--- src/rtl/cabac_coe_pkg.sv ---
// Shared constants, types and helpers for the CABAC coefficient-group fetch path.
// COEFF_WIDTH normally comes from enc_defines; a 16-bit fallback keeps this slice self-contained.
`ifndef COEFF_WIDTH
`define COEFF_WIDTH 16
`endif

package cabac_coe_pkg;

    localparam int COEFF_WIDTH = `COEFF_WIDTH;
    localparam int CG_WIDTH    = 16 * COEFF_WIDTH;

    localparam logic [1:0] TU_SIZE_4X4   = 2'd0;
    localparam logic [1:0] TU_SIZE_8X8   = 2'd1;
    localparam logic [1:0] TU_SIZE_16X16 = 2'd2;
    localparam logic [1:0] TU_SIZE_32X32 = 2'd3;

    localparam logic [1:0] COMP_Y = 2'd2;
    localparam logic [1:0] COMP_U = 2'd1;
    localparam logic [1:0] COMP_V = 2'd0;

    // Raster index feeding each up-right diagonal scan position inside a 4x4 CG.
    localparam logic [3:0] DIAG_SCAN [16] = '{
        4'd0, 4'd4, 4'd1, 4'd8, 4'd5, 4'd2, 4'd12, 4'd9,
        4'd6, 4'd3, 4'd13, 4'd10, 4'd7, 4'd14, 4'd11, 4'd15
    };

    typedef enum logic [1:0] {
        IDLE,
        RUN,
        DRAIN
    } cg_state_t;

    function automatic logic [2:0] grid_max(input logic [1:0] tu_size);
        case (tu_size)
            TU_SIZE_4X4:   return 3'd0;
            TU_SIZE_8X8:   return 3'd1;
            TU_SIZE_16X16: return 3'd3;
            default:       return 3'd7;
        endcase
    endfunction

    function automatic logic [5:0] cg_last_idx(input logic [1:0] tu_size);
        case (tu_size)
            TU_SIZE_4X4:   return 6'd0;
            TU_SIZE_8X8:   return 6'd3;
            TU_SIZE_16X16: return 6'd15;
            default:       return 6'd63;
        endcase
    endfunction

    // Z-order placement of a CG inside the TU: x on even bits, y on odd bits.
    function automatic logic [5:0] cg_interleave(input logic [2:0] x, input logic [2:0] y);
        return {y[2], x[2], y[1], x[1], y[0], x[0]};
    endfunction

endpackage

--- src/rtl/cabac_diag4x4_scan.sv ---
// Combinational reorder of a raster 4x4 CG into diagonal scan order, plus its significance map.

module cabac_diag4x4_scan
    import cabac_coe_pkg::*;
(
    input  logic [CG_WIDTH-1:0] raster_dat,
    output logic [CG_WIDTH-1:0] scan_dat,
    output logic [15:0]         scan_sig
);

    for (genvar n = 0; n < 16; n++) begin : g_slot
        localparam int K = int'(DIAG_SCAN[n]);
        assign scan_dat[(16-n)*COEFF_WIDTH-1 -: COEFF_WIDTH] =
            raster_dat[(16-K)*COEFF_WIDTH-1 -: COEFF_WIDTH];
        assign scan_sig[n] = |raster_dat[(16-K)*COEFF_WIDTH-1 -: COEFF_WIDTH];
    end

endmodule

--- src/rtl/cabac_cg_fetch.sv ---
// Walks a TU's CGs in up-right diagonal order, reads them, reorders to scan order and queues them.
// Optional CABAC_CG_ZERO_SKIP_EN drops all-zero CGs other than the first and the last.

module cabac_cg_fetch
    import cabac_coe_pkg::*;
(
    input  logic                clk,
    input  logic                rst_n,
    input  logic                start_i,
    input  logic [1:0]          tu_size_i,
    input  logic [1:0]          tu_sel_i,
    input  logic [8:0]          tu_base_i,
    output logic                coe_rd_ena_o,
    output logic [8:0]          coe_rd_addr_o,
    output logic [1:0]          coe_rd_sel_o,
    input  logic [CG_WIDTH-1:0] coe_rd_dat_i,
    output logic                cg_valid_o,
    input  logic                cg_ready_i,
    output logic [CG_WIDTH-1:0] cg_dat_o,
    output logic [15:0]         cg_sig_o,
    output logic [5:0]          cg_idx_o,
    output logic                cg_last_o,
    output logic                busy_o,
    output logic                done_o
);

    cg_state_t     state;
    logic [2:0]    cur_x;
    logic [2:0]    cur_y;
    logic [2:0]    grid_n;
    logic [5:0]    last_idx;
    logic [5:0]    issue_idx;
    logic [8:0]    base;

    logic [3:0]    diag_nxt;
    logic [2:0]    x_nxt;
    logic [2:0]    y_nxt;

    logic          rd_issue;
    logic          dat_pend;
    logic [5:0]    pend_idx;
    logic          pend_last;

    logic [CG_WIDTH-1:0] scan_dat;
    logic [15:0]         scan_sig;
    logic                keep;

    logic [CG_WIDTH-1:0] fifo_dat  [2];
    logic [15:0]         fifo_sig  [2];
    logic [5:0]          fifo_idx  [2];
    logic                fifo_last [2];
    logic                wr_ptr;
    logic                rd_ptr;
    logic [1:0]          occ;
    logic                fifo_push;
    logic                fifo_pop;

    // Next CG along the up-right diagonal walk; wraps to the next anti-diagonal at the grid edge.
    always_comb begin
        diag_nxt = {1'b0, cur_x} + {1'b0, cur_y} + 4'd1;
        x_nxt    = cur_x + 3'd1;
        y_nxt    = cur_y - 3'd1;
        if (cur_y == 3'd0 || cur_x == grid_n) begin
            y_nxt = (diag_nxt > {1'b0, grid_n}) ? grid_n : diag_nxt[2:0];
            x_nxt = 3'(diag_nxt - {1'b0, y_nxt});
        end
    end

    // A read's data must always find a FIFO slot, so a slot freed by this cycle's pop counts as free.
    assign fifo_pop     = cg_valid_o && cg_ready_i;
    assign rd_issue     = (state == RUN) &&
                          (({1'b0, occ} + {2'b0, dat_pend}) < (3'd2 + {2'b0, fifo_pop}));
    assign coe_rd_ena_o = rd_issue;
    assign busy_o       = (state != IDLE);

    cabac_diag4x4_scan u_scan (
        .raster_dat (coe_rd_dat_i),
        .scan_dat   (scan_dat),
        .scan_sig   (scan_sig)
    );

`ifdef CABAC_CG_ZERO_SKIP_EN
    assign keep = (scan_sig != 16'd0) || (pend_idx == 6'd0) || pend_last;
`else
    assign keep = 1'b1;
`endif

    assign fifo_push = dat_pend && keep;

    always_ff @(posedge clk) begin
        if (!rst_n) begin
            state         <= IDLE;
            cur_x         <= 3'd0;
            cur_y         <= 3'd0;
            grid_n        <= 3'd0;
            last_idx      <= 6'd0;
            issue_idx     <= 6'd0;
            base          <= 9'd0;
            coe_rd_addr_o <= 9'd0;
            coe_rd_sel_o  <= COMP_Y;
            dat_pend      <= 1'b0;
            pend_idx      <= 6'd0;
            pend_last     <= 1'b0;
            done_o        <= 1'b0;
        end else begin
            dat_pend  <= rd_issue;
            pend_idx  <= issue_idx;
            pend_last <= (issue_idx == last_idx);
            done_o    <= fifo_pop && cg_last_o;
            case (state)
                IDLE: begin
                    if (start_i) begin
                        state         <= RUN;
                        grid_n        <= grid_max(tu_size_i);
                        last_idx      <= cg_last_idx(tu_size_i);
                        base          <= tu_base_i;
                        coe_rd_addr_o <= tu_base_i;
                        coe_rd_sel_o  <= tu_sel_i;
                        cur_x         <= 3'd0;
                        cur_y         <= 3'd0;
                        issue_idx     <= 6'd0;
                    end
                end
                RUN: begin
                    if (rd_issue) begin
                        cur_x         <= x_nxt;
                        cur_y         <= y_nxt;
                        issue_idx     <= issue_idx + 6'd1;
                        coe_rd_addr_o <= base | {3'b000, cg_interleave(x_nxt, y_nxt)};
                        if (issue_idx == last_idx) begin
                            state <= DRAIN;
                        end
                    end
                end
                DRAIN: begin
                    if (fifo_pop && cg_last_o) begin
                        state <= IDLE;
                    end
                end
                default: state <= IDLE;
            endcase
        end
    end

    // Two-entry FIFO bookkeeping; a simultaneous push and pop leaves occupancy unchanged.
    always_ff @(posedge clk) begin
        if (!rst_n) begin
            wr_ptr <= 1'b0;
            rd_ptr <= 1'b0;
            occ    <= 2'd0;
        end else begin
            if (fifo_push) begin
                wr_ptr <= ~wr_ptr;
            end
            if (fifo_pop) begin
                rd_ptr <= ~rd_ptr;
            end
            case ({fifo_push, fifo_pop})
                2'b10:   occ <= occ + 2'd1;
                2'b01:   occ <= occ - 2'd1;
                default: occ <= occ;
            endcase
        end
    end

    always_ff @(posedge clk) begin
        if (fifo_push) begin
            fifo_dat[wr_ptr]  <= scan_dat;
            fifo_sig[wr_ptr]  <= scan_sig;
            fifo_idx[wr_ptr]  <= pend_idx;
            fifo_last[wr_ptr] <= pend_last;
        end
    end

    assign cg_valid_o = (occ != 2'd0);
    assign cg_dat_o   = cg_valid_o ? fifo_dat[rd_ptr]  : '0;
    assign cg_sig_o   = cg_valid_o ? fifo_sig[rd_ptr]  : 16'd0;
    assign cg_idx_o   = cg_valid_o ? fifo_idx[rd_ptr]  : 6'd0;
    assign cg_last_o  = cg_valid_o ? fifo_last[rd_ptr] : 1'b0;

endmodule

--- config.mk ---
export PLATFORM = sky130hd
export DESIGN_NAME = cabac_cg_fetch
export DESIGN_NICKNAME = d
export VERILOG_FILES = /design/src/rtl/cabac_coe_pkg.sv /design/src/rtl/cabac_diag4x4_scan.sv /design/src/rtl/cabac_cg_fetch.sv
export SDC_FILE = /design/constraint.sdc
export NUM_CORES = 1
export LEC_CHECK = 0
export BUFFER_PORTS_ARGS = -buffer_cell sky130_fd_sc_hd__buf_2
export CORE_MARGIN = 2
export CORE_UTILIZATION = 40
export CTS_CLUSTER_DIAMETER = 30
export CTS_CLUSTER_SIZE = 24
export DETAILED_ROUTE_END_ITERATION = 16
export GPL_ROUTABILITY_DRIVEN = 0
export PLACE_DENSITY = 0.66
export SLEW_MARGIN = 5
export SYNTH_ARGS = -nofsm -noshare
export SYNTH_HDL_FRONTEND = slang
export SYNTH_SLANG_ARGS = --single-unit
--- constraint.sdc ---
create_clock -name clk -period 25 [get_ports clk]
set_clock_uncertainty 0.15 [all_clocks]
set_input_delay 1.25 -clock clk [delete_from_list [all_inputs] [get_ports clk]]
set_output_delay 1.25 -clock clk [all_outputs]
set_load 0.05 [all_outputs]
# [Yosys cells after proc, flatten, opt, wreduce, memory -nomap -nowiden]
# Memory sizes are Yosys's and may differ from the RTL's. A register that Yosys moved wholly into a read port is not among the register bits.
# Index checks and enable logic that the tools add are counted.
[totals] word_cells=113 mem_bits_ro=0 regBits=56 latch_bits=0 input_bits=273 mem_count=4 ram_bits=558
[memory_table] name="fifo_dat" depth=2 word_bits=256 read_ports=1 rd_ports_with_merged_regs=1 wr=1 line_no="cabac_cg_fetch.sv:48" source="logic [CG_WIDTH-1:0] fifo_dat [2];"
[memory_table] name="fifo_sig" depth=2 word_bits=16 read_ports=1 rd_ports_with_merged_regs=1 wr=1 line_no="cabac_cg_fetch.sv:49" source="logic [15:0] fifo_sig [2];"
[memory_table] name="fifo_idx" depth=2 word_bits=6 read_ports=1 rd_ports_with_merged_regs=1 wr=1 line_no="cabac_cg_fetch.sv:50" source="logic [5:0] fifo_idx [2];"
[memory_table] name="fifo_last" depth=2 word_bits=1 read_ports=1 rd_ports_with_merged_regs=1 wr=1 line_no="cabac_cg_fetch.sv:51" source="logic fifo_last [2];"
[classes] bitwise=3 div_mod_pow=0 eq_ne=12 n_lt_le_gt_ge=2 add_sub_neg=10 shift=0 muxes=36 reduce_logical=30 n_mul=0
[op_table] cell="256-bit two-way mux" count=1
[op_table] cell="16-bit OR reduction" count=16
[op_table] cell="3-bit two-way mux" count=6
[op_table] cell="6-bit two-way mux" count=3
[op_table] cell="9-bit two-way mux" count=2
[op_table] cell="6-bit case mux with 3 select lines" count=1
[op_table] cell="9-bit case mux with 2 select lines" count=1
[op_table] cell="16-bit two-way mux" count=1
[op_table] cell="3-bit case mux with 2 select lines" count=2
[op_table] cell="6-bit case mux with 2 select lines" count=1
[op_table] cell="1-bit two-way mux" count=11
[op_table] cell="9-bit by 6-bit OR with 9-bit output" count=1
[op_table] cell="3-bit case mux with 3 select lines" count=1
[op_table] cell="2-bit two-way mux" count=4
[op_table] cell="2-bit nonzero test" count=4
[op_table] cell="6-bit by 1-bit adder with 6-bit output, second input constant" count=1
[op_table] cell="2-bit by 1-bit == test with 1-bit output, second input constant" count=3
[op_table] cell="2-bit == test, second input constant" count=3
[op_table] cell="6-bit == test" count=1
[op_table] cell="2-bit inequality test, second input constant" count=3
[op_table] cell="2-bit case mux with 3 select lines" count=1
[op_table] cell="3-bit by 3-bit adder with 4-bit output" count=1
[op_table] cell="4-bit by 1-bit adder with 4-bit output, second input constant" count=1
[op_table] cell="4-bit by 3-bit greater-than comparator with 1-bit output" count=1
[op_table] cell="other kinds (19)" count=23

# [Logic depth before layout (Yosys ltp)]
# Gate-level depths: netlist (run 1).
[logic_depth] depth_word=9 ltp_mapped=16

# [Modules after synthesis]
# Synthesis (run 1) repeated with hierarchy kept, for this count alone.
[unflattened] hier_cells=1808 area_unflattened_um2=25793.5
[modules_own_cells] mod="cabac_cg_fetch" cells_each=1472 seq_area_each_um2=17777.0 area_each_um2=23371.2 instances=1
[modules_own_cells] mod="cabac_diag4x4_scan" cells_each=336 seq_area_each_um2=0.0 area_each_um2=2422.3 instances=1

# [Worst setup path after synthesis (run 1)]
# OpenSTA, ideal clock, no wires.
[synth_path] path_type="reg-to-reg" from="reg dat_pend" to="reg wr_ptr" path_stages_with_launch=4 n_path_buf=0 setup_time_ns=0.113 slack_ns=11.808 arrival_ns=12.929 path_cell_list="dfxtp_1 > inv_1 > nor2_1 > o21a_1"
[synth_rtl] element="start, declared" line_no="cabac_cg_fetch.sv:40" source="logic dat_pend;"
[synth_rtl] element="start signal, assigned" line_no="cabac_cg_fetch.sv:106" source="dat_pend <= rd_issue;"
[synth_rtl] element="end signal, assigned" line_no="cabac_cg_fetch.sv:153" source="wr_ptr <= ~wr_ptr;"
[synth_rtl] element="end, declared" line_no="cabac_cg_fetch.sv:52" source="logic wr_ptr;"

==> metrics.yaml, run 1 <==
place:
  port_buffers: 566
  dpl.hpwl_um: 40550
drt:
  firstDrtPassIters: 5
  vias_per_cell: 5.044
  drtIter0Drc: 870
  ant_nets: 0
  routed_wl_um: 59650
  drc: 0
  wire_per_inst_um: 19.54
  via_count: 15400
yosys:
  ys_async_sr_fraction_pct: 0
  synth.most_common_cell: "edfxtp_1"
  yosysTopAreaCell: "edfxtp_1"
  netlist_top_cells_count: "edfxtp_1 (558), nor2_1 (287), mux2i_1 (284)"
  synth_top_flop_cell: "edfxtp_1"
  synth_seq_cells: 609
  netlist_area_um2: 24000
  syn_nets: 1847
  ys_types: 56
  synth.top_cells.by_area: "edfxtp_1 (70%), mux2i_1 (12%), nor2_1 (4.5%), dfxtp_1 (4.3%), nor4_1 (1.7%)"
  yosysTopAreaCellShare_pct: 69.82
  synth_edf_count: 558
  yosysSeqAreaShare_pct: 74.07
  avgSynthCellArea_um2: 15.40
  yosysWarnings: 0
  synthCells: 1558
power_and_ir_drop:
  power_frac_comb_pct: 35.6
  power_leakage_nw: 11.77
  power.switching_w: 0.001661
  ir_drop_v: 0.00009986
  p_seq_share_pct: 29.5
  finalPower_w: 0.004170
  p_int_w: 0.002509
  power.density_nw_per_um2: 133.0
  pwr-share-clk_pct: 34.8
  p_sw_share_pct: 39.82
floorplanning:
  coreArea_um2: 59130
  core.rowCount: 89
  ios: 567
  initial_utilization_pct: 40.59
  die_area_um2: 61970
  chipWidth_um: 248.9
  chipHeight_um: 248.9
timing:
  worst_pin_slew_ns: 1.232
  relSlewSlack_pct: 17.86
  final.min_clock_period_ns: 5.608
  slew_viol_final: 0
  tns_ns: 0
  final_hold_viol_count: 0
  fmax_mhz: 178.3
  setup_viol: 0
  rsz0062_at_grt: "false"
  fin_crit_sh_pct: 22.43
global_routing:
  met3_usage_pct: 5.831
  track_usage_pct: 18.72
  use_met2_pct: 32.78
  grt_pass1_vias: 15930
  antenna_found_initial: 16
  grt_max_degree: 165
  grt_pass1_wl_um: 89930
  grtUsageMet1_pct: 20.63
  grt-ovfl-total: 0
  top_usage_layer: "met2"
final_layout:
  nFillCells: 4929
  syn2layout_area_growth_pct: 30.61
  fin_nets: 2465
  drive_gt1_share_pct: 33.77
critical_path:
  path_cells: "buf_4, buf_4, mux2i_1, nor2_1, buf_2"
  timing_worst_setup_path_type: "reg -> out"
  setup.worst_path.start_class: "flop"
  worstSetupEndpointType: "primary output"
  cp_data_required_time_ns: 23.60
  critPathMaxFanout: 63
  crit_top_cell: "buf_4"
  reg2reg_setup_slack_ns: 20.98
  crit_family: "buffers and inverters"
  critPathBufInv: 3
  slowest_delay_ns: 0.91
  arrival_ns: 4.21
  slowest_stage: "buf_4"
outcome:
  outcome: "finished, final reports clean"
clock_tree:
  insertion_delay_ns: 0.64
  ctsRootBufferMaster: "clkbuf_16"
  cts-htree-levels: 3
  ctsHoldBuffers: 0
  clk_pin_slew_ns: 0.05
  cts_tree: "built"
  cts_resized: 0
  cts_buffers: 109
  clk_path_buf_depth: 3
  postCtsSetupRepairBufs: 0
  cts_sinks: 609
hold_path:
  worstHoldPathType: "reg -> reg"
flow_run:
  maxCapViolations: 0
registers in the layout, summed over array words and instances (netlist names), 2 cells and up, named ones only:
signal / count
fifo_idx: 12
coe_rd_sel_o: 2
issue_idx: 6
grid_n: 2
pend_idx: 6
cur_x: 3
fifo_last: 2
base: 9
fifo_dat: 512
cur_y: 3
occ: 2
fifo_sig: 32
coe_rd_addr_o: 9
state: 2
power groups by stage:
stage | combinational (W) | sequential [W] | clock, W
floorplan | 0.00114 | 0.00127 | 0
global placement | 0.00148 | 0.00125 | 0
detailed placement | 0.00149 | 0.00125 | 0
CTS | 0.00150 | 0.00123 | 0.00148
global route | 0.00157 | 0.00124 | 0.00153
finish | 0.00149 | 0.00123 | 0.00145
cells in the final DEF, fill, tap and decap left out, types with 18 or more instances in the layout:
cell,Yosys,routed
buf_2,41,566
edfxtp_1,558,558
nor2_1,287,285
mux2i_1,284,284
clkbuf_16,0,110
nor4_1,66,66
dfxtp_1,51,50
nand2_1,42,42
clkbuf_1,28,21
inv_1,19,19
nand4_1,18,18
clkinv_2,0,18
path summary, 6_finish.rpt:
path | endpoint | cells past startpoint | from
max | cg_dat_o[104] | 5 | flop
min | fifo_idx[1][0] | 0 | pend_idx[0]
max reg2reg | cur_x[2] | 15 | cur_y[0]
min reg2reg | fifo_idx[1][0] | 0 | pend_idx[0]
area by class of cell:
class,count,area (um2),area share (%)
antenna,12,30.03,0.09580
tap,773,967.2,3.086
timing repair buffer,579,2943,9.388
clock inverter,67,809.5,2.583
inverter,20,75.07,0.2395
clock buffer,136,2900,9.253
multi-input combinational,857,5839,18.63
sequential,609,17780,56.73
metal layers:
layer  part of all wire, %  vias to the layer above
met5                 0.094                        -
met3                   7.5                      125
met2                    52                      545
met4                   3.6                       10
met1                    37                     7549
li1                      -                     7169
through the flow:
step | instances | hold WS, ns | setup slack, ns | util [%] | instance area, um2
4_1_cts | 3041 | 0.2780 | 19.36 | 52.96 | 31320
5_1_grt | 3052 | 0.2882 | 19.13 | 53.01 | 31340
2_1_floorplan | 1558 | 0.2537 | 11.81 | - | 24000
3_3_place_gp | 2838 | 0.2579 | 20.13 | 46.69 | 27610
6_report | 3053 | 0.2775 | 19.39 | 53.01 | 31350
3_5_place_dp | 2838 | 0.2677 | 20.09 | 46.69 | 27610
worst reg2reg max path, delay by kind of cell (launching register included):
kind / cells / cell delay, ns
xor+xnor: 2 / 0.66
compound gates: 4 / 0.78
flops: 1 / 0.32
buf+inv: 3 / 0.25
simple gates: 1 / 0.19
fa+ha+maj: 5 / 1.50
logic make-up (layout without fill, tap and decap cells):
| family | after synthesis | in the layout | synth area share [%] |
|---|---|---|---|
| fa+ha+maj | 16 | 16 | 0.8967 |
| compound gates | 75 | 75 | 2.200 |
| mux | 284 | 284 | 11.85 |
| simple gates | 471 | 471 | 8.915 |
| flops | 609 | 609 | 74.07 |
| buf+inv | 92 | 802 | 1.668 |
| xor+xnor | 11 | 11 | 0.4014 |
| other cells | 0 | 12 | 0 |
No activity file was read; power rests on OpenSTA's default activity.
==> run 2: changes to the inputs <==
--- a/config.mk
+++ b/config.mk
@@ -12,7 +12,7 @@
 export CTS_CLUSTER_SIZE = 24
 export DETAILED_ROUTE_END_ITERATION = 16
 export GPL_ROUTABILITY_DRIVEN = 0
-export PLACE_DENSITY = 0.66
+export PLACE_DENSITY = 0.69
 export SLEW_MARGIN = 5
 export SYNTH_ARGS = -nofsm -noshare
 export SYNTH_HDL_FRONTEND = slang
==> constraint.sdc (replaced) <==
create_clock -name clk -period 4.97 [get_ports clk]
set_clock_uncertainty 0.15 [all_clocks]
set_input_delay 0.2485 -clock clk [delete_from_list [all_inputs] [get_ports clk]]
set_output_delay 0.2485 -clock clk [all_outputs]
set_load 0.05 [all_outputs]
==> metrics.yaml, run 2 (synthesis gave the netlist of run 1 again) <==
global_routing:
  grt_pass1_vias: 18010  # was 15930
  grt-ovfl-total: 0  # unchanged
  grt_pass1_wl_um: 101000  # was 89930 um
  antenna_found_initial: 4  # was 16
  track_usage_pct: 20.73  # was 18.72%
  grt_max_degree: 144  # was 165
final_layout:
  fin_nets: 2765  # was 2465
  syn2layout_area_growth_pct: 43.56  # was 30.61%
  fin_area_um2: 34450  # was 31350 um2
  multi_input_area_um2: 5839  # unchanged
  final_cell_mix: "buf_2 (566), edfxtp_1 (558), dlygate4sd3_1 (291)"  # was buf_2 (566), edfxtp_1 (558), nor2_1 (285)
  drive_gt1_share_pct: 30.11  # was 33.77%
  regArea_um2: 17780  # about the same
  top_register: "fifo_dat"  # unchanged
  final_common_cell: "buf_2"  # unchanged
  largest_reg_flops: 512  # unchanged
  nFillCells: 4393  # was 4929
  reg_top3: "fifo_dat (512), fifo_sig (32), fifo_idx (12)"  # unchanged
drt:
  drtIter0Drc: 1160  # was 870
  via_count: 16920  # was 15400
  routed_wl_um: 65910  # was 59650 um
  wire_per_inst_um: 19.68  # was 19.54 um
  vias_per_cell: 5.050  # was 5.044
  drc: 0  # unchanged
  ant_nets: 0  # unchanged
  firstDrtPassIters: 5  # unchanged
timing:
  worst_pin_slew_ns: 0.9423  # was 1.232 ns
  relSlewSlack_pct: 36.60  # was 17.86%
  rsz0062_at_grt: "false"  # unchanged
  setup_viol: 0  # unchanged
  slew_viol_final: 0  # unchanged
  fmax_mhz: 249.5
  fin_crit_sh_pct: 80.65
  final.min_clock_period_ns: 4.008
  final_hold_viol_count: 0  # unchanged
clock_tree:
  cts_buffers: 116  # was 109
  cts_sinks: 609  # unchanged
  cts_tree: "built"  # unchanged
  cts_resized: 0  # unchanged
  cts-htree-levels: 3  # unchanged
  clk_pin_slew_ns: 0.05  # about the same
  clk_path_buf_depth: 3  # unchanged
  insertion_delay_ns: 0.66  # was 0.64 ns
  ctsRootBufferMaster: "clkbuf_16"  # unchanged
critical_path:
  reg2reg_to: "cur_x[2]"  # unchanged
  rr_startpoint: "cur_y[0]"  # unchanged
  crit_family: "adder cells"  # was buffers and inverters
  critPathBufInv: 3  # unchanged
  slowest_delay_ns: 0.43  # was 0.91 ns
  timing_worst_setup_path_type: "reg -> reg"  # was reg -> out
  reg2regPathDepth: 15  # unchanged
  path_cells: "inv_1, ha_1, inv_1, fa_1, xor2_1, ha_1, and3b_1, o21ai_1, a21boi_0, a21oi_1, inv_1, ha_1, fa_1, xnor2_1, o221ai_1"  # was buf_4, buf_4, mux2i_1, nor2_1, buf_2
  worstSetupEndpointType: "flop"  # was primary output
  critPathMaxFanout: 5  # was 63
  reg2reg_setup_slack_ns: 0.96  # was 20.98 ns
  arrival_ns: 4.38  # was 4.21 ns
  setup.worst_path.start_class: "flop"  # unchanged
  cp_data_required_time_ns: 5.34  # was 23.60 ns
  slowest_stage: "fa_1"  # was buf_4
place:
  place_area_um2: 27720  # was 27610 um2
  dpl.hpwl_um: 40090  # was 40550 um
  port_buffers: 566  # unchanged
power_and_ir_drop:
  power.density_nw_per_um2: 624.5  # was 133.0 nW/um2
  finalPower_w: 0.02152  # was 0.004170 W
  ir_drop_v: 0.0006452  # was 0.00009986 V
  power_leakage_nw: 13.08  # was 11.77 nW
hold_path:
  hold_depth: 2  # was 0
  worstHoldPathType: "in -> reg"  # was reg -> reg
  hold_path_end: "fifo_dat[1][179]"  # was fifo_idx[1][0]
  holdCritStartpoint: "coe_rd_dat_i[163]"  # was pend_idx[0]
floorplanning:
  die_area_um2: 61970  # unchanged
  ios: 567  # unchanged
  initial_utilization_pct: 40.59  # unchanged
  chipHeight_um: 248.9  # unchanged
  core.rowCount: 89  # unchanged
  chipWidth_um: 248.9  # unchanged
  coreArea_um2: 59130  # unchanged
outcome:
  outcome: "finished, final reports clean"  # unchanged
flow_run:
  maxCapViolations: 0  # unchanged
run 2: routing by layer:
layer / up-vias / share of wire, % / GRT usage (%)
met5: - / 0.020 / 0
met2: 699 / 51 / 35.95
met4: 2 / 4.1 / 10.49
li1: 7739 / - / -
met1: 8308 / 38 / 23.34
met3: 168 / 7.1 / 5.935
run 2: cell type report:
| cell class | instances | share of cell area (%) |
|---|---|---|
| inverter | 20 | 0.2179 |
| timing repair buffer | 872 | 17.33 |
| sequential | 609 | 51.61 |
| antenna | 3 | 0.02179 |
| tap | 773 | 2.807 |
| clock buffer | 140 | 8.839 |
| multi-input combinational | 857 | 16.95 |
| clock inverter | 76 | 2.226 |
run 2: worst max-delay path by stage:
stage,startpoint,endpoint,slack [ns],cells after the start
6_report,cur_y[0],cur_x[2],0.96,15
5_1_grt,cur_y[0],cur_x[1],0.67,16
4_1_cts,cur_y[0],cur_x[1],1.02,16
3_5_place_dp,cur_y[0],cur_x[1],1.03,16
3_3_place_gp,cur_y[0],cur_x[2],1.21,15
2_1_floorplan,dat_pend,fifo_dat[0][0],-0.11,2
run 2: worst reg2reg max path: stages, from the launching register on:
cell and delay, ns:
dfxtp_1 0.32, inv_1 0.12, ha_1 0.17, inv_1 0.06, fa_1 0.40, xor2_1 0.36, ha_1 0.34, and3b_1 0.19
o21ai_1 0.30, a21boi_0 0.17, a21oi_1 0.21, inv_1 0.07, ha_1 0.22, fa_1 0.43, xnor2_1 0.25, o221ai_1 0.14
run 2: power by group:
part	internal, W	switching, W	leakage (nW)
Combinational	0.00196	0.00591	5.77
Sequential	0.00598	0.000188	5.47
Clock	0.00484	0.00263	1.85
run 2: stage by stage:
step / hold slack [ns] / std cells / setup WS (ns) / util [%] / setup TNS [ns]
6_report: 0.1825 / 3350 / 0.9615 / 58.27 / 0
5_1_grt: 0.1598 / 3350 / 0.6663 / 58.27 / 0
4_1_cts: 0.1217 / 3347 / 1.022 / 58.26 / 0
3_5_place_dp: 0.2625 / 2840 / 1.026 / 46.88 / 0
3_3_place_gp: 0.2563 / 2840 / 1.210 / 46.88 / 0
2_1_floorplan: 0.1974 / 1558 / -0.1117 / - / -31.23
run 2: repair_timing:
action,in CTS,in global routing
setup buffers,0,0
hold endpoints to repair,584,0
hold buffers,291,0
==> run 3: changes to the inputs <==
--- a/config.mk
+++ b/config.mk
@@ -12,7 +12,7 @@
 export CTS_CLUSTER_SIZE = 24
 export DETAILED_ROUTE_END_ITERATION = 16
 export GPL_ROUTABILITY_DRIVEN = 0
-export PLACE_DENSITY = 0.69
+export PLACE_DENSITY = 0.66
 export SLEW_MARGIN = 5
 export SYNTH_ARGS = -nofsm -noshare
 export SYNTH_HDL_FRONTEND = slang
==> constraint.sdc (replaced) <==
create_clock -name clk -period 4.1 [get_ports clk]
set_clock_uncertainty 0.15 [all_clocks]
set_input_delay 0.205 -clock clk [delete_from_list [all_inputs] [get_ports clk]]
set_output_delay 0.205 -clock clk [all_outputs]
set_load 0.05 [all_outputs]
==> metrics.yaml, run 3 (synthesis gave the netlist of run 1 again) <==
outcome:
  outcome: "finished, final reports clean"  # unchanged
final_layout:
  reg_top3: "fifo_dat (512), fifo_sig (32), fifo_idx (12)"  # unchanged
  largest_reg_flops: 512  # unchanged
  final_cell_mix: "buf_2 (566), edfxtp_1 (558), dlygate4sd3_1 (293)"  # was buf_2 (566), edfxtp_1 (558), dlygate4sd3_1 (291)
  fin_cells: 3364  # was 3350
  drive_gt1_share_pct: 30.97  # was 30.11%
  syn2layout_area_growth_pct: 44.60  # was 43.56%
  fin_nets: 2775  # was 2765
  final_common_cell: "buf_2"  # unchanged
  top_register: "fifo_dat"  # unchanged
place:
  dpl.hpwl_um: 40070  # was 40090 um
  port_buffers: 566  # unchanged
  dp.cells: 2850  # was 2840
critical_path:
  worstSetupStartpoint: "cur_y[0]"  # unchanged
  reg2reg_to: "cur_x[2]"  # unchanged
  setup.worst_path.start_class: "flop"  # unchanged
  critPathMaxFanout: 5  # unchanged
  reg2regPathDepth: 15  # unchanged
  critPathBufInv: 3  # unchanged
  path_cells: "inv_1, ha_1, inv_1, fa_1, xor2_2, ha_1, and3b_1, o21ai_2, a21boi_0, a21oi_1, inv_1, ha_1, fa_1, xnor2_1, o221ai_1"  # was inv_1, ha_1, inv_1, fa_1, xor2_1, ha_1, and3b_1, o21ai_1, a21boi_0, a21oi_1, inv_1, ha_1, fa_1, xnor2_1, o221ai_1
  slowest_delay_ns: 0.47  # was 0.43 ns
  reg2reg_setup_slack_ns: 0.18  # was 0.96 ns
  slowest_stage: "fa_1"  # unchanged
  worstSetupEndpointType: "flop"  # unchanged
  timing_worst_setup_path_type: "reg -> reg"  # unchanged
  crit_end: "cur_x[2]"  # unchanged
  rr_startpoint: "cur_y[0]"  # unchanged
  crit_family: "adder cells"  # unchanged
  crit_cells: 15  # unchanged
  arrival_ns: 4.26  # was 4.38 ns
  cp_data_required_time_ns: 4.44  # was 5.34 ns
timing:
  relSlewSlack_pct: 36.19  # was 36.60%
  final.min_clock_period_ns: 3.919  # was 4.008 ns
  final_hold_viol_count: 0  # unchanged
  slew_viol_final: 0  # unchanged
  fin_crit_sh_pct: 95.58  # was 80.65%
  setup_viol: 0  # unchanged
  worst_pin_slew_ns: 0.9571  # was 0.9423 ns
  fmax_mhz: 255.2  # was 249.5 MHz
flow_run:
  maxCapViolations: 0  # unchanged
power_and_ir_drop:
  finalPower_w: 0.02648  # was 0.02152 W
  power.density_nw_per_um2: 763.1  # was 624.5 nW/um2
  power_leakage_nw: 13.18  # was 13.08 nW
  ir_drop_v: 0.0005444  # was 0.0006452 V
global_routing:
  grt_pass1_wl_um: 98870  # was 101000 um
  grt-ovfl-total: 0  # unchanged
  grt_pass1_vias: 17590  # was 18010
  antenna_found_initial: 7  # was 4
  track_usage_pct: 20.33  # was 20.73%
  grt_max_degree: 133  # was 144
clock_tree:
  clk_pin_slew_ns: 0.05  # about the same
  insertion_delay_ns: 0.65  # was 0.66 ns
  ctsRootBufferMaster: "clkbuf_16"  # unchanged
  clk_path_buf_depth: 3  # unchanged
  cts_tree: "built"  # unchanged
  cts-htree-levels: 3  # unchanged
  cts_sinks: 609  # unchanged
  cts_buffers: 114  # was 116
floorplanning:
  initial_utilization_pct: 40.59  # unchanged
  chipHeight_um: 248.9  # unchanged
  coreArea_um2: 59130  # unchanged
  die_area_um2: 61970  # unchanged
  chipWidth_um: 248.9  # unchanged
  ios: 567  # unchanged
  core.rowCount: 89  # unchanged
drt:
  drc: 0  # unchanged
  via_count: 16910  # was 16920
  vias_per_cell: 5.026  # was 5.050
  routed_wl_um: 65170  # was 65910 um
  wire_per_inst_um: 19.37  # was 19.68 um
  drtIter0Drc: 1086  # was 1160
  ant_nets: 0  # unchanged
  firstDrtPassIters: 5  # unchanged
hold_path:
  worstHoldPathType: "in -> reg"  # unchanged
  holdCritStartpoint: "coe_rd_dat_i[167]"  # was coe_rd_dat_i[163]
run 3: cell type report:
class | instances | area, um2
Antenna cell | 5 | 12.51
Tap cell | 773 | 967.2
Fill cell | 4457 | 24430
Sequential cell | 609 | 17780
Timing Repair Buffer | 884 | 6066
Clock buffer | 125 | 2925
Multi-Input combinational cell | 857 | 5851
Clock inverter | 91 | 1023
Inverter | 20 | 75.07
run 3: worst min path at each step:
stage,end,slack [ns],cells after the start
2_1_floorplan,fifo_dat[0][0],0.15,0
4_1_cts,fifo_dat[1][49],0.09,2
3_5_place_dp,fifo_dat[1][188],0.26,1
5_1_grt,fifo_dat[0][113],0.12,2
3_3_place_gp,fifo_dat[0][188],0.26,1
6_report,fifo_dat[1][183],0.14,2
run 3: metrics by stage:
step                      setup WS, ns  utilization, %  instance area [um2]  setup TNS [ns]  hold slack (ns)
final                           0.1812           58.69                34700               0           0.1401
after global routing          -0.04887           58.69                34700        -0.08594           0.1213
after CTS                       0.1184           58.65                34680               0          0.09176
after detailed placement        0.1441           47.01                27800               0           0.2608
after global placement          0.3612           47.01                27800               0           0.2556
after floorplan                -0.9817               -                24010         -361.67           0.1539
run 3: routing by layer:
metal / vias to the layer above / wire (um) / global-route usage [%]
met5: - / 27 / 0
met4: 4 / 2588 / 10.30
met3: 155 / 4276 / 4.629
met2: 704 / 33460 / 35.52
met1: 8266 / 24820 / 23.45
li1: 7778 / - / -
run 3: timing repair:
action                                  CTS  global route
resized for setup                         0             2
hold buffers                            293             0
setup buffers                             0             0
endpoints found under the hold margin   586             0
endpoints found under the setup margin    0             4
run 3: power by group:
part           internal (W)  switching (W)  leakage, nW
registers           0.00725       0.000244         5.47
clock network       0.00614        0.00324         1.89
logic               0.00242        0.00719         5.83
total                0.0158         0.0107         13.2
run 3: worst reg2reg max path: cells and delay by family, from the launching register on:
| family | cells | cell delay (ns) |
|---|---|---|
| adders and majority gates | 5 | 1.58 |
| AOI/OAI and AO/OA | 4 | 0.73 |
| xor gates and xnor gates | 2 | 0.55 |
| DFF | 1 | 0.32 |
| buffers and inverters | 3 | 0.25 |
| and+or+nand+nor | 1 | 0.21 |
